--- config.mk ---
export PLATFORM = sky130hd
export DESIGN_NAME = regfile_multiport
export DESIGN_NICKNAME = d
export VERILOG_FILES = /design/src/rtl/regfile_pkg.sv /design/src/rtl/regfile_extend.sv /design/src/rtl/regfile_multiport.sv
export SDC_FILE = /design/constraint.sdc
export NUM_CORES = 2
export LEC_CHECK = 0
export BUFFER_PORTS_ARGS = -buffer_cell sky130_fd_sc_hd__buf_2
export CELL_PAD_IN_SITES_DETAIL_PLACEMENT = 0
export CELL_PAD_IN_SITES_GLOBAL_PLACEMENT = 1
export CORE_UTILIZATION = 42
export CTS_CLUSTER_SIZE = 20
export DETAILED_ROUTE_END_ITERATION = 8
export HOLD_SLACK_MARGIN = 0.02
export PLACE_DENSITY_LB_ADDON = 0.1
export SYNTH_ARGS = -nofsm -noshare
export SYNTH_HDL_FRONTEND = slang
export SYNTH_SLANG_ARGS = --single-unit
--- constraint.sdc ---
create_clock -name clk -period 4.9 [get_ports clk]
set_input_delay 0.245 -clock clk [delete_from_list [all_inputs] [get_ports clk]]
set_output_delay 0.245 -clock clk [all_outputs]
set_load 0.01 [all_outputs]
--- src/rtl/regfile_pkg.sv ---
// Shared size encodings and the extend/narrow helper
// for the multiport register file.
package regfile_pkg;

  localparam logic [1:0] SZ_WORD = 2'b00;
  localparam logic [1:0] SZ_HALF = 2'b01;
  localparam logic [1:0] SZ_BYTE = 2'b10;
  localparam logic [1:0] SZ_RSVD = 2'b11;

  // Widest register the helper handles; callers truncate.
  localparam int MAX_W = 64;

  function automatic logic [MAX_W-1:0] size_ext(
    input logic [MAX_W-1:0] d,
    input logic [1:0]       sz,
    input logic             sext
  );
    logic [MAX_W-1:0] r;
    r = d;
    case (sz)
      SZ_HALF: r = {{(MAX_W-16){sext & d[15]}}, d[15:0]};
      SZ_BYTE: r = {{(MAX_W-8){sext & d[7]}}, d[7:0]};
      default: r = d;
    endcase
    return r;
  endfunction

endpackage

--- src/rtl/regfile_extend.sv ---
// Combinational byte/half/word extender.
// Ports: data_i, size_i, sext_i in; data_o out.
module regfile_extend
  import regfile_pkg::*;
#(
  parameter int DATA_W = 32
) (
  input  logic [DATA_W-1:0] data_i,
  input  logic [1:0]        size_i,
  input  logic              sext_i,
  output logic [DATA_W-1:0] data_o
);

  logic [MAX_W-1:0] wide;

  always_comb wide = size_ext(MAX_W'(data_i), size_i, sext_i);

  assign data_o = wide[DATA_W-1:0];

  generate
    if (DATA_W < MAX_W) begin : g_pad
      logic unused_hi;
      assign unused_hi = ^wide[MAX_W-1:DATA_W];
    end
  endgenerate

endmodule

--- src/rtl/regfile_multiport.sv ---
// N-read / 1-write register file with sized accesses.
// Ports: clk, rst_n, rd_en/addr/size -> rd_data (1-cycle),
// wr_en/addr/data/size/sext. Macro: REGFILE_WB_BYPASS_EN.
module regfile_multiport
  import regfile_pkg::*;
#(
  parameter int DATA_W   = 32,
  parameter int DEPTH    = 32,
  parameter int NUM_RD   = 2,
  parameter bit ZERO_REG = 1'b1,
  localparam int AW      = $clog2(DEPTH)
) (
  input  logic                     clk,
  input  logic                     rst_n,
  input  logic [NUM_RD-1:0]        rd_en,
  input  logic [NUM_RD*AW-1:0]     rd_addr,
  input  logic [NUM_RD*2-1:0]      rd_size,
  output logic [NUM_RD*DATA_W-1:0] rd_data,
  input  logic                     wr_en,
  input  logic [AW-1:0]            wr_addr,
  input  logic [DATA_W-1:0]        wr_data,
  input  logic [1:0]               wr_size,
  input  logic                     wr_sext
);

  localparam logic [AW:0] DEPTH_C = (AW+1)'(DEPTH);

  logic [DATA_W-1:0] regs_q [DEPTH];
  logic [DATA_W-1:0] wr_ext;
  logic              wr_ok;

  logic [DATA_W-1:0] src       [NUM_RD];
  logic [DATA_W-1:0] rd_data_d [NUM_RD];
  logic [DATA_W-1:0] rd_data_q [NUM_RD];

  regfile_extend #(.DATA_W(DATA_W)) u_wr_ext (
    .data_i (wr_data),
    .size_i (wr_size),
    .sext_i (wr_sext),
    .data_o (wr_ext)
  );

  assign wr_ok = wr_en
              && ({1'b0, wr_addr} < DEPTH_C)
              && !(ZERO_REG && (wr_addr == '0));

  always_comb begin
    for (int i = 0; i < NUM_RD; i++) begin
      logic [AW-1:0] a;
      a      = rd_addr[i*AW +: AW];
      src[i] = '0;
      if ({1'b0, a} < DEPTH_C) src[i] = regs_q[a];
`ifdef REGFILE_WB_BYPASS_EN
      // Forward the writeback value being committed this edge.
      if (wr_ok && (wr_addr == a)) src[i] = wr_ext;
`endif
      if (ZERO_REG && (a == '0)) src[i] = '0;
    end
  end

  generate
    for (genvar g = 0; g < NUM_RD; g++) begin : g_rd
      regfile_extend #(.DATA_W(DATA_W)) u_rd_nar (
        .data_i (src[g]),
        .size_i (rd_size[g*2 +: 2]),
        .sext_i (1'b0),
        .data_o (rd_data_d[g])
      );
      assign rd_data[g*DATA_W +: DATA_W] = rd_data_q[g];
    end
  endgenerate

  always_ff @(posedge clk or negedge rst_n) begin
    if (!rst_n) begin
      for (int i = 0; i < DEPTH; i++) regs_q[i] <= '0;
      for (int i = 0; i < NUM_RD; i++) rd_data_q[i] <= '0;
    end else begin
      if (wr_ok) regs_q[wr_addr] <= wr_ext;
      for (int i = 0; i < NUM_RD; i++)
        if (rd_en[i]) rd_data_q[i] <= rd_data_d[i];
    end
  end

endmodule

# --- Yosys cells after proc, flatten, opt, wreduce, memory -nomap -nowiden ---
# Index checks and enable logic that the tools add are counted.
word_totals:
  reg_bits: 1088
  input_bits: 59
  output_inout_bits: 64
classes:
  magnitude_cmp: 4
  n_eq_ne: 6
  muxes: 14
  bitwise: 5
  n_reduce_logical: 6
op_table:
  columns: ["operator", "count"]
  rows:
  - ["$bwmux W1024", 1]
  - ["$bmux W32 S5", 2]
  - ["$mux W32", 7]
  - ["$pmux W32 S2", 3]
  - ["$demux W32 S5", 1]
  - ["$ge A6 B6 Y1 const B", 3]
  - ["$not A5 Y6", 3]
  - ["$logic_not A5 Y1", 3]
  - ["$eq A2 B1 Y1 const B", 3]
  - ["$eq A2 B2 Y1 const B", 3]
  - ["$lt A6 B1 Y1 const B", 1]
  - ["$and A1 B1 Y1", 2]
  - ["$logic_and A1 B1 Y1", 2]
  - ["$logic_not A1 Y1", 1]

# --- Depth between registers and ports, before layout ---
depth:
  word_depth: 6
  mapped_depth: 9

# --- Modules after synthesis ---
# A second synthesis with hierarchy kept.
unflattened:
  cells_unflattened: 3937
  hier_area_um2: 58409.8
by_module_without_submodules:
  columns: ["module", "n_inst", "cells_per_inst", "area_each_um2", "seq_area_each_um2"]
  rows:
  - ["regfile_multiport", 1, 3751, 57253.7, 27226.1]
  - ["regfile_extend", 3, 62, 385.4, 0.0]

# --- Worst setup path before layout ---
# Ideal clock, no wire load.
synth_timing:
  path_type: "input to register"
  startpoint: "in wr_size[0]"
  endpoint: "reg regs_q[968] in the netlist's numbering"
  arrival_time_ns: 1.777
  required_ns: 4.765
  slack_ns: 2.988
  stages: 8
  n_path_buf: 3
  path_cell_list: "inv_1 -> ha_1 -> clkbuf_1 -> or2_2 -> clkbuf_1 -> a21oi_1 -> clkbuf_1 -> o21ai_0"
synth_between:
  elab_chain_cells: 3
synth_lines:
  columns: ["element", "line", "source"]
  rows:
  - ["start, declared", "regfile_multiport.sv:22", "input logic [1:0] wr_size,"]
  - ["$eq A2 B2 Y1 or $eq A2 B1 Y1 (tied branches)", "regfile_pkg.sv:20", "case (sz)"]
  - ["$pmux W32 S2 *", "regfile_pkg.sv:20", null]
  - ["$bwmux W1024 *", "regfile_multiport.sv:78", "if (wr_ok) regs_q[wr_addr] <= wr_ext;"]
  - ["end signal, assigned by index", "regfile_multiport.sv:78", null]
  - ["end, declared", "regfile_multiport.sv:28", "logic [DATA_W-1:0] regs_q [DEPTH];"]
# Mark *: on every way between the ends. The rest lies on a longest branch, timed or not.
# A chain may end at the register's enable or synchronous reset.

# --- Worst setup path in the final report ---
layout_timing:
  startpoint: "in rd_addr[8]"
  endpoint: "reg rd_data_q, in the netlist rd_data[37]"
layout_between:
  elab_chain_cells: 6
layout_lines:
  columns: ["element", "line", "source"]
  rows:
  - ["start, declared", "regfile_multiport.sv:16", "input logic [NUM_RD*AW-1:0] rd_addr,"]
  - ["$not A5 Y6 (not written as such)", "regfile_multiport.sv:52", "if ({1'b0, a} < DEPTH_C) src[i] = regs_q[a];"]
  - ["$bmux W32 S5", "regfile_multiport.sv:52", null]
  - ["$mux W32 (not written as such) (2 in a row)", "regfile_multiport.sv:52", null]
  - ["$mux W32 *", "regfile_multiport.sv:57", "if (ZERO_REG && (a == '0)) src[i] = '0;"]
  - ["$pmux W32 S2 *", "regfile_pkg.sv:20", null]
  - ["end signal, assigned by index", "regfile_multiport.sv:80", "if (rd_en[i]) rd_data_q[i] <= rd_data_d[i];"]
  - ["end, declared", "regfile_multiport.sv:34", "logic [DATA_W-1:0] rd_data_q [NUM_RD];"]
# Mark *: on every way between the ends. The rest lies on a longest branch, timed or not. The select of a mux whose other input is x is not followed.

==> metrics.cfg <==
[cells_and_area]
final_common_cell=dfrtp_1
multiInputGateArea_sq_mm=0.0264
nFillCells=12075
fin_nets=4805
area_delta_synth_final_pct=11.8
layout_common_cells=dfrtp_1, nor2_1, a21oi_1
layout.area.seq_sq_mm=0.0272
final_cells=6595
drive_above_1_share=0.247

[clocking]
cts-resized-gates=0
cts_hold_repair.buffers=15
root_buffer=clkbuf_16
clkTransAtPathRegs_ns=0.06
cts_made_buffers=131
cts.sinks=1088
cts_tree=done
postCtsSetupBuffers=0
ctsLongestPathBuffers=3
htree_levels=4
clock_latency_ns=0.77

[sta]
tns_ns=0
setup_violations=0
setup_ws_ns=2.57
maxSlewHeadroom=-0.0298
hold_violations=0
fin_hold_ws_ns=0.0619
rsz0062_at_grt=false
finalCritPeriodShare=0.476
finalMaxSlewViolations=21
worst_pin_slew_ns=1.54
fmax_mhz=429
period_needed_ns=2.33
fin_skew_ns=0.0278

[detailed_routing]
vias=40834
drt-vias-per-instance=6.19
drc=0
wl_um=213000
dr.pass1.iters=6
dr.first_iter.drc_count=4047
wl_per_cell_um=32.4
final_antenna_net_count=0

[floorplan]
core_area_sq_mm=0.132
io_pins=123
dieArea_sq_mm=0.134
start_util=0.424
die_h_um=367
chipWidth_um=367
rows=133

[setup_path]
crit_arrival_ns=2.97
critPathRequiredTime_ns=5.54
worst-setup-path-type=input port to flip-flop
cp_max_fo=21
end_kind=flip-flop
cp-start-kind=input port

[pwr]
clkPwrFrac=0.359
power_mw=27.4
seqPwrFrac=0.445
irDropWorstVdd_mv=0.289
power_frac_comb=0.196
power.share.switching=0.297
power.net_switching_mw=8.13
leakage_nw=26.8
p_per_area_mw_per_mm2=439
intPower_mw=19.3

[run_status]
outcome=finished, violations left
violations=capacitance limit, slew limit

[global_route]
overflow=0
grt_pass1_vias=40658
grt_use_total=0.320
grt_antenna_before_repair=11
grt_pass1_wl_um=309000
grt_max_degree=137

[placement]
post-place-ws_ns=1.87
gp_congestion=0.829
hpwlAfterDp_um=129000
placed_cells=6349
port_buffers=122

[synthesis]
ys_seq_area_frac=0.488
ys.warnings.count=0
synth_edf_count=0
synth-async-reset-ratio=1.00
syn_nets=4922
netlist_instances=4859
syn_avg_cell_area_sq_um=11.5
netlist_area_sq_mm=0.0558
ys.flop_type=dfrtp_1
synth.distinct_cells=60
synth_seq_cells=1088

[run]
maxCapViolations=1

[hold_path]
hold_path.class=input port to flip-flop

logic make-up (layout without fill, tap and decap cells):
kind of cell | Yosys count | in the layout | share of synthesized area
flops | 1088 | 1088 | 0.488
buf+inv | 543 | 521 | 0.0470
compound gates | 1179 | 1179 | 0.126
other cells | 0 | 3 | 0
mux | 937 | 937 | 0.258
fa+ha+maj | 4 | 4 | 0.000897
simple gates | 1108 | 1108 | 0.0800
Yosys cell counts, types with 4 or more instances:
cell type  instances  share of area
a31oi_1            4        0.00045
nand2_1          455          0.031
mux2_4             5         0.0013
a211oi_1          49         0.0066
nor3_1            14         0.0013
buf_2             88         0.0079
or3b_1             4        0.00063
o211a_1            4        0.00072
a22o_1             6        0.00094
o211ai_1          11         0.0015
clkbuf_1         316          0.021
o22a_1            24         0.0038
dfrtp_1         1088           0.49
buf_4             52         0.0070
mux4_2           373           0.15
inv_1              7        0.00047
a21oi_1          489          0.044
a221oi_1          68          0.011
nor2_1           517          0.035
o22ai_1           98          0.011
nand2b_1          41         0.0046
a22oi_1           62         0.0083
ha_1               4        0.00090
a2111oi_0         48         0.0075
and2_1             5        0.00056
buf_1             39         0.0026
nand3_1           29         0.0026
mux2_2           263          0.053
o21ai_1            5        0.00045
mux2i_1          295          0.053
nor2b_1           29         0.0033
o21ai_0          289          0.026
buf_6             34         0.0069
metal layers:
layer | share of wire | GRT usage | up-vias
li1 | - | - | 17575
met1 | 0.43 | 0.443 | 21417
met2 | 0.47 | 0.509 | 1470
met3 | 0.057 | 0.0490 | 368
met4 | 0.037 | 0.118 | 4
met5 | 0.00010 | 0 | -
worst max-delay path, cell delays in order:
cell and delay (ns):
buf_4 0.46, nor2b_4 1.33, buf_4 0.45, a22oi_1 0.13
a221oi_1 0.30
flip-flops by register name, indices dropped and copies added, names as in the netlist:
register  cells
regs_q     1024
rd_data      64
final timing paths:
| kind | from | to | slack [ns] | depth (start not counted) |
|---|---|---|---|---|
| worst max-delay path | rd_addr[8] | rd_data[37] | 2.57 | 5 |
| worst min-delay path | wr_data[18] | regs_q[178] | 0.06 | 3 |
| worst max register to register | regs_q[651] | rd_data[43] | 2.95 | 5 |
| worst min register to register | regs_q[1003] | regs_q[1003] | 0.40 | 0 |
| max in group asynchronous | rst_n | regs_q[69] | 3.45 | 3 |
| min in group asynchronous | rst_n | regs_q[235] | 0.11 | 2 |
through the flow:
step	util	area, sq um
2_1_floorplan	-	55800
3_3_place_gp	0.440	57900
3_5_place_dp	0.440	58000
4_1_cts	0.474	62400
5_1_grt	0.474	62400
6_report	0.474	62400
final cells by class:
cell class	instances	share of cell area
Clock inverter	41	0.00682
Inverter	10	0.000602
Tap cell	1755	0.0352
Multi-Input combinational cell	3228	0.423
Antenna cell	3	0.000120
Clock buffer	187	0.0619
Sequential cell	1088	0.436
Timing Repair Buffer	283	0.0358
power groups by stage:
stage               Combinational (mW)  Clock [mW]  Sequential [mW]
CTS                               5.38        10.0             12.2
floorplan                         3.96           0             11.8
detailed placement                5.36           0             12.3
global placement                  5.27           0             12.2
global route                      5.89        10.4             12.4
finish                            5.38        9.84             12.2
No activity file was read; power rests on OpenSTA's default activity.
